<file path="config.mk">
export PLATFORM = sky130hd
export DESIGN_NAME = tdc_readout_arbiter
export DESIGN_NICKNAME = d
export VERILOG_FILES = /design/src/rtl/tdc_readout_arbiter.sv
export SDC_FILE = /design/constraint.sdc
export NUM_CORES = 1
export LEC_CHECK = 0
export BUFFER_PORTS_ARGS = -buffer_cell sky130_fd_sc_hd__clkbuf_2
export CAP_MARGIN = 10
export CORE_MARGIN = 3
export CORE_UTILIZATION = 25
export DETAILED_ROUTE_END_ITERATION = 8
export PLACE_DENSITY = 0.64
export RECOVER_POWER = 50
export SKIP_CTS_REPAIR_TIMING = 1
export SLEW_MARGIN = 20
export SYNTH_ARGS = -nofsm -noshare
export SYNTH_HDL_FRONTEND = slang
export SYNTH_SLANG_ARGS = --single-unit
</file>
<file path="constraint.sdc">
create_clock -name clk -period 4.08 [get_ports clk]
set_input_delay 0.816 -clock clk [delete_from_list [all_inputs] [get_ports clk]]
set_output_delay 0.816 -clock clk [all_outputs]
set_load 0.05 [all_outputs]
</file>
<file path="src/rtl/tdc_readout_arbiter.sv">
// Round-robin readout arbiter for a bank of TDC channels: capture, present, clear, drain.
// Optional event counter output o_eventCount when TDC_ARB_STATS_EN is defined.
module tdc_readout_arbiter #(
   parameter int unsigned NUM_CHANNELS = 4,
   parameter int unsigned CHAN_ID_W    = 2
) (
   input  logic                         clk,
   input  logic                         reset,
   input  logic [NUM_CHANNELS-1:0]      i_enable_mask,
   input  logic [NUM_CHANNELS-1:0]      i_hasEvent,
   input  logic [NUM_CHANNELS-1:0]      i_busy,
   input  logic [32*NUM_CHANNELS-1:0]   i_timestamp,
   input  logic [32*NUM_CHANNELS-1:0]   i_pulseWidth,
   output logic [NUM_CHANNELS-1:0]      o_enable_channel,
   output logic [NUM_CHANNELS-1:0]      o_clear,
   output logic                         o_valid,
   input  logic                         i_ready,
   output logic [CHAN_ID_W-1:0]         o_channel,
   output logic [31:0]                  o_timestamp,
   output logic [31:0]                  o_pulseWidth,
`ifdef TDC_ARB_STATS_EN
   output logic [31:0]                  o_eventCount,
`endif
   output logic                         o_busy
);

   typedef enum logic [1:0] {StIdle, StCapture, StPresent, StDrain} state_t;

   state_t                    r_state;
   logic [NUM_CHANNELS-1:0]   r_enable;
   logic [NUM_CHANNELS-1:0]   r_clear;
   logic [CHAN_ID_W-1:0]      r_ptr;
   logic [CHAN_ID_W-1:0]      r_grant;
   logic [CHAN_ID_W-1:0]      r_channel;
   logic [31:0]               r_ts;
   logic [31:0]               r_tot;
   logic                      r_valid;
   logic                      r_busy;

   logic [NUM_CHANNELS-1:0]   w_req;
   logic                      w_any;
   logic [CHAN_ID_W-1:0]      w_gnt;
   logic [NUM_CHANNELS-1:0]   w_gnt_onehot;
   logic [CHAN_ID_W-1:0]      w_ptr_next;
   logic [31:0]               w_ts_sel;
   logic [31:0]               w_tot_sel;
   logic                      w_drain_done;
   logic                      w_unused;

   // Channel busy flags are status only; they never influence arbitration.
   assign w_unused = ^i_busy;

   assign w_req = i_hasEvent & r_enable;

   // First requesting channel at or after the pointer, wrapping around the bank.
   always_comb begin
      int unsigned v_idx;
      v_idx = 0;
      w_any = 1'b0;
      w_gnt = '0;
      for (int unsigned i = 0; i < NUM_CHANNELS; i++) begin
         v_idx = (32'(r_ptr) + i) % NUM_CHANNELS;
         if (!w_any && w_req[CHAN_ID_W'(v_idx)]) begin
            w_any = 1'b1;
            w_gnt = CHAN_ID_W'(v_idx);
         end
      end
   end

   always_comb begin
      w_gnt_onehot          = '0;
      w_gnt_onehot[r_grant] = 1'b1;
   end

   assign w_ptr_next   = (r_grant == CHAN_ID_W'(NUM_CHANNELS - 1)) ? '0 : r_grant + 1'b1;
   assign w_ts_sel     = i_timestamp[32*32'(r_grant) +: 32];
   assign w_tot_sel    = i_pulseWidth[32*32'(r_grant) +: 32];
   // Drain also ends when the channel is disabled, so a masked channel cannot wedge us.
   assign w_drain_done = !i_hasEvent[r_grant] || !r_enable[r_grant];

   always_ff @(posedge clk or negedge reset) begin
      if (!reset) begin
         r_state   <= StIdle;
         r_enable  <= '0;
         r_clear   <= '0;
         r_ptr     <= '0;
         r_grant   <= '0;
         r_channel <= '0;
         r_ts      <= '0;
         r_tot     <= '0;
         r_valid   <= 1'b0;
         r_busy    <= 1'b0;
      end else begin
         r_enable <= i_enable_mask;
         r_clear  <= '0;
         case (r_state)
            StIdle: begin
               if (w_any) begin
                  r_grant <= w_gnt;
                  r_busy  <= 1'b1;
                  r_state <= StCapture;
               end
            end
            StCapture: begin
               r_channel <= r_grant;
               r_ts      <= w_ts_sel;
               r_tot     <= w_tot_sel;
               r_valid   <= 1'b1;
               r_state   <= StPresent;
            end
            StPresent: begin
               if (i_ready) begin
                  r_valid <= 1'b0;
                  r_clear <= w_gnt_onehot;
                  r_state <= StDrain;
               end
            end
            StDrain: begin
               if (w_drain_done) begin
                  r_ptr   <= w_ptr_next;
                  r_busy  <= 1'b0;
                  r_state <= StIdle;
               end
            end
            default: r_state <= StIdle;
         endcase
      end
   end

`ifdef TDC_ARB_STATS_EN
   logic [31:0] r_event_count;

   always_ff @(posedge clk or negedge reset) begin
      if (!reset) begin
         r_event_count <= '0;
      end else if (r_valid && i_ready) begin
         r_event_count <= r_event_count + 32'd1;
      end
   end

   assign o_eventCount = r_event_count;
`endif

   assign o_enable_channel = r_enable;
   assign o_clear          = r_clear;
   assign o_valid          = r_valid;
   assign o_channel        = r_channel;
   assign o_timestamp      = r_ts;
   assign o_pulseWidth     = r_tot;
   assign o_busy           = r_busy;

endmodule

</file>
==> results by group <==
Run status
  – Status: complete, but fails checks
  – Failing checks: capacitance limit, slew limit

Power
  – Leakage dissipation: 3.29 nW
  – Logic pwr share: 59.3%
  – PwrDens: 820 nW/um2
  – Sequential share of power: 26.9%
  – Maximum VDD drop: 369 uV
  – Tot Pwr: 5.75 mW
  – Switch Pwr: 2.74 mW
  – Internal: 3.01 mW
  – Switching share of power: 47.6%
  – Clock power frac: 13.9%

Clock tree
  – CTS tree: done
  – Clk_lat worst skew: 0.33 ns
  – Worst-case clock buffer depth: 2
  – H-tree levels: 3
  – CTS Sinks: 82
  – CTS root buf: clkbuf_16
  – Worst-path clk slew: 0.06 ns
  – Inserted Clock Buffers: 9

GRT
  – Vias in the first global route: 4,123
  – Antenna violations before repair: 0
  – Gr usage total: 13.1%
  – Grt ovf: 0
  – Largest net degree at the start of global routing: 69
  – First-pass GRT wire length: 21.1 mm

Yosys
  – #FFs+latches synth: 82
  – Area contributors post-synth: dfrtp_1, mux4_2, mux2_2
  – Yosys warns: 0
  – Sequential element share of the synthesized area: 42.6%
  – Syn_area_per_cell: 16.4 um2
  – Post-Synthesis Cells: 293
  – Syn Nets: 573
  – Netlist Area Pre-Place: 4820 um2
  – Top cell type's share of synthesized area: 42.6%
  – Yosys top cell by area: dfrtp_1
  – Yosys cell types: 32

Final layout
  – Area of the multi-input gates: 2630 um2
  – Layout Cell Area excl Fill: 7010 um2
  – Filler instances: 1,877
  – Total Nets Final: 907
  – # diodes: 0
  – Proportion of layout cells with a drive suffix above 1: 73.9%
  – Register area: 2060 um2
  – Area grow syn2layout: 45.5%

STA
  – Skew final: 0.00709 ns
  – Final period util: 58.7%
  – FMAX: 417 MHz
  – Clock period minus worst slack: 2.40 ns
  – Worst slew margin: -16.3%
  – Final Hold Fails: 0
  – Setup total negative slack: 0 ns
  – Worst-margin pin slew: 1.74 ns
  – Max Slew Vio Count: 69
  – RSZ-0062 raised after global routing: no
  – Finish-stage setup viols: 0

Critical path
  – Crit path cell chain: clkbuf_2 > clkbuf_1
  – Worst setup path category: in -> async
  – Worst Setup Start Kind: input pin
  – Worst Path Buf+Inv: 2
  – Cell depth of the worst flop-to-flop path: 3
  – Worst setup EP type: asynchronous set/reset pin
  – Cell depth of the worst setup path: 2
  – Max stage delay cell, worst path: clkbuf_2
  – CP required: 4.45 ns
  – Delay of the slowest cell on the worst path: 1.23 ns
  – Data arrival time of the critical path: 2.76 ns
  – Family with the most delay on the worst path: buffers and inverters
  – CP max FO: 68

Place
  – Hpwl dp: 11.7 mm
  – Port Buffers: 342
  – Placed Area: 6780 um2
  – Placer congestion estimate: 0.775

Route
  – Vias per cell: 4.54
  – Via count: 4,042
  – Total Wirelength: 14.8 mm
  – Avg WL per Cell: 16.6 um
  – # DRC: 0
  – DR iter-0 viols: 114
  – ANT nets after route: 0
  – Drt pass-1 iters: 4

Min path
  – Hold-critical path depth: 1
  – Min-Delay Path Class: reg -> reg

Die
  – Die Ht: 145 um
  – FP Rows: 50
  – Die width: 145 um
  – Top Ports: 347
  – Die area: 21,000 um2
  – Core area: 18,800 um2
  – Starting Density: 25.6%

Run
  – Max Cap Viol: 1
## kinds of logic after synthesis
group                    Yosys count  share of synthesized area (%)
flip-flops                        82                           42.6
AND/OR/NAND/NOR                   26                           3.22
adder cells (fa/ha/maj)            9                           2.34
buffers and inverters             29                           3.19
AO/OA/AOI/OAI                     13                           2.34
multiplexers                     134                           46.3
## worst paths after layout
check	to	start	slack (ns)
max reg2reg	o_pulseWidth[2]	r_grant[1]	1.71
max	o_pulseWidth[1]	reset	1.68
min in group asynchronous	o_enable_channel[1]	reset	0.93
min	o_timestamp[16]	o_timestamp[16]	0.50
max in group clk	o_pulseWidth[2]	r_grant[1]	1.71
min reg2reg	o_timestamp[16]	o_timestamp[16]	0.50
## stage by stage
stage | hold slack, ns | worst slack, ns | util [%] | cells
5_1_grt | 0.519 | 1.24 | 37.2 | 891
6_report | 0.502 | 1.68 | 37.2 | 891
2_1_floorplan | 0.520 | 2.12 | - | 293
3_3_place_gp | 0.488 | 1.72 | 36.0 | 876
3_5_place_dp | 0.495 | 1.67 | 36.0 | 876
4_1_cts | 0.508 | 1.67 | 37.5 | 891
## final cells by class
| class | count | area share (%) |
|---|---|---|
| clock inverters | 4 | 0.767 |
| inverters | 6 | 0.321 |
| repair buffers | 346 | 24.2 |
| well taps | 260 | 4.64 |
| flip-flops and latches | 82 | 29.3 |
| clock buffers | 11 | 3.32 |
| multi-input cells | 182 | 37.4 |
## routing by layer
layer | vias to the layer above | global-route usage, % | routed length, um
li1 | 1849 | - | -
met1 | 1967 | 15.3 | 5680
met2 | 220 | 23.8 | 7670
met3 | 6 | 3.48 | 1340
met4 | 0 | 3.24 | 128
met5 | - | 0 | 0
## power by group through the flow
stage / Sequential [mW] / Combinational [mW] / Clock (mW)
floorplan: 2.65 / 1.58 / 0
global placement: 1.55 / 3.44 / 0
detailed placement: 1.57 / 3.49 / 0
CTS: 1.56 / 3.49 / 0.839
global route: 1.63 / 3.61 / 0.864
finish: 1.55 / 3.41 / 0.797
## synthesized netlist by cell type
master    number
nand4_1        1
buf_6          4
a32oi_1        1
buf_2          9
and4bb_2       1
nand2b_1       2
and4b_1        2
and4_1         1
o22ai_1        1
o41ai_4        1
mux4_2        64
mux2_4         1
o31ai_1        1
buf_4          1
o221ai_1       1
o21ai_0        3
clkbuf_1       8
buf_1          1
nor2_1         4
inv_1          6
a31o_2         1
and3_1         5
dfrtp_1       82
a31oi_1        2
nand2_1        6
nand3_2        1
ha_1           9
mux2_2        69
nor4_1         1
nand3_1        2
a32o_1         1
a22oi_1        1
## flip-flops by register name, indices dropped and copies added, names as in the netlist
name	count
o_clear	4
o_timestamp	32
r_ptr	2
o_pulseWidth	32
o_valid	1
r_state	2
o_enable_channel	4
o_busy	1
r_grant	2
o_channel	2
## cell usage in the layout, fill, tap and decap left out, types with 3 or more instances in the layout
master	count
and3_1	5
mux2_2	69
clkbuf_1	36
buf_4	3
nand2_1	6
o21ai_0	3
ha_1	8
dfrtp_1	80
clkbuf_16	9
clkbuf_2	309
nor2_1	4
inv_1	6
mux4_2	64
Note: power is estimated with default switching activity, not from simulation.
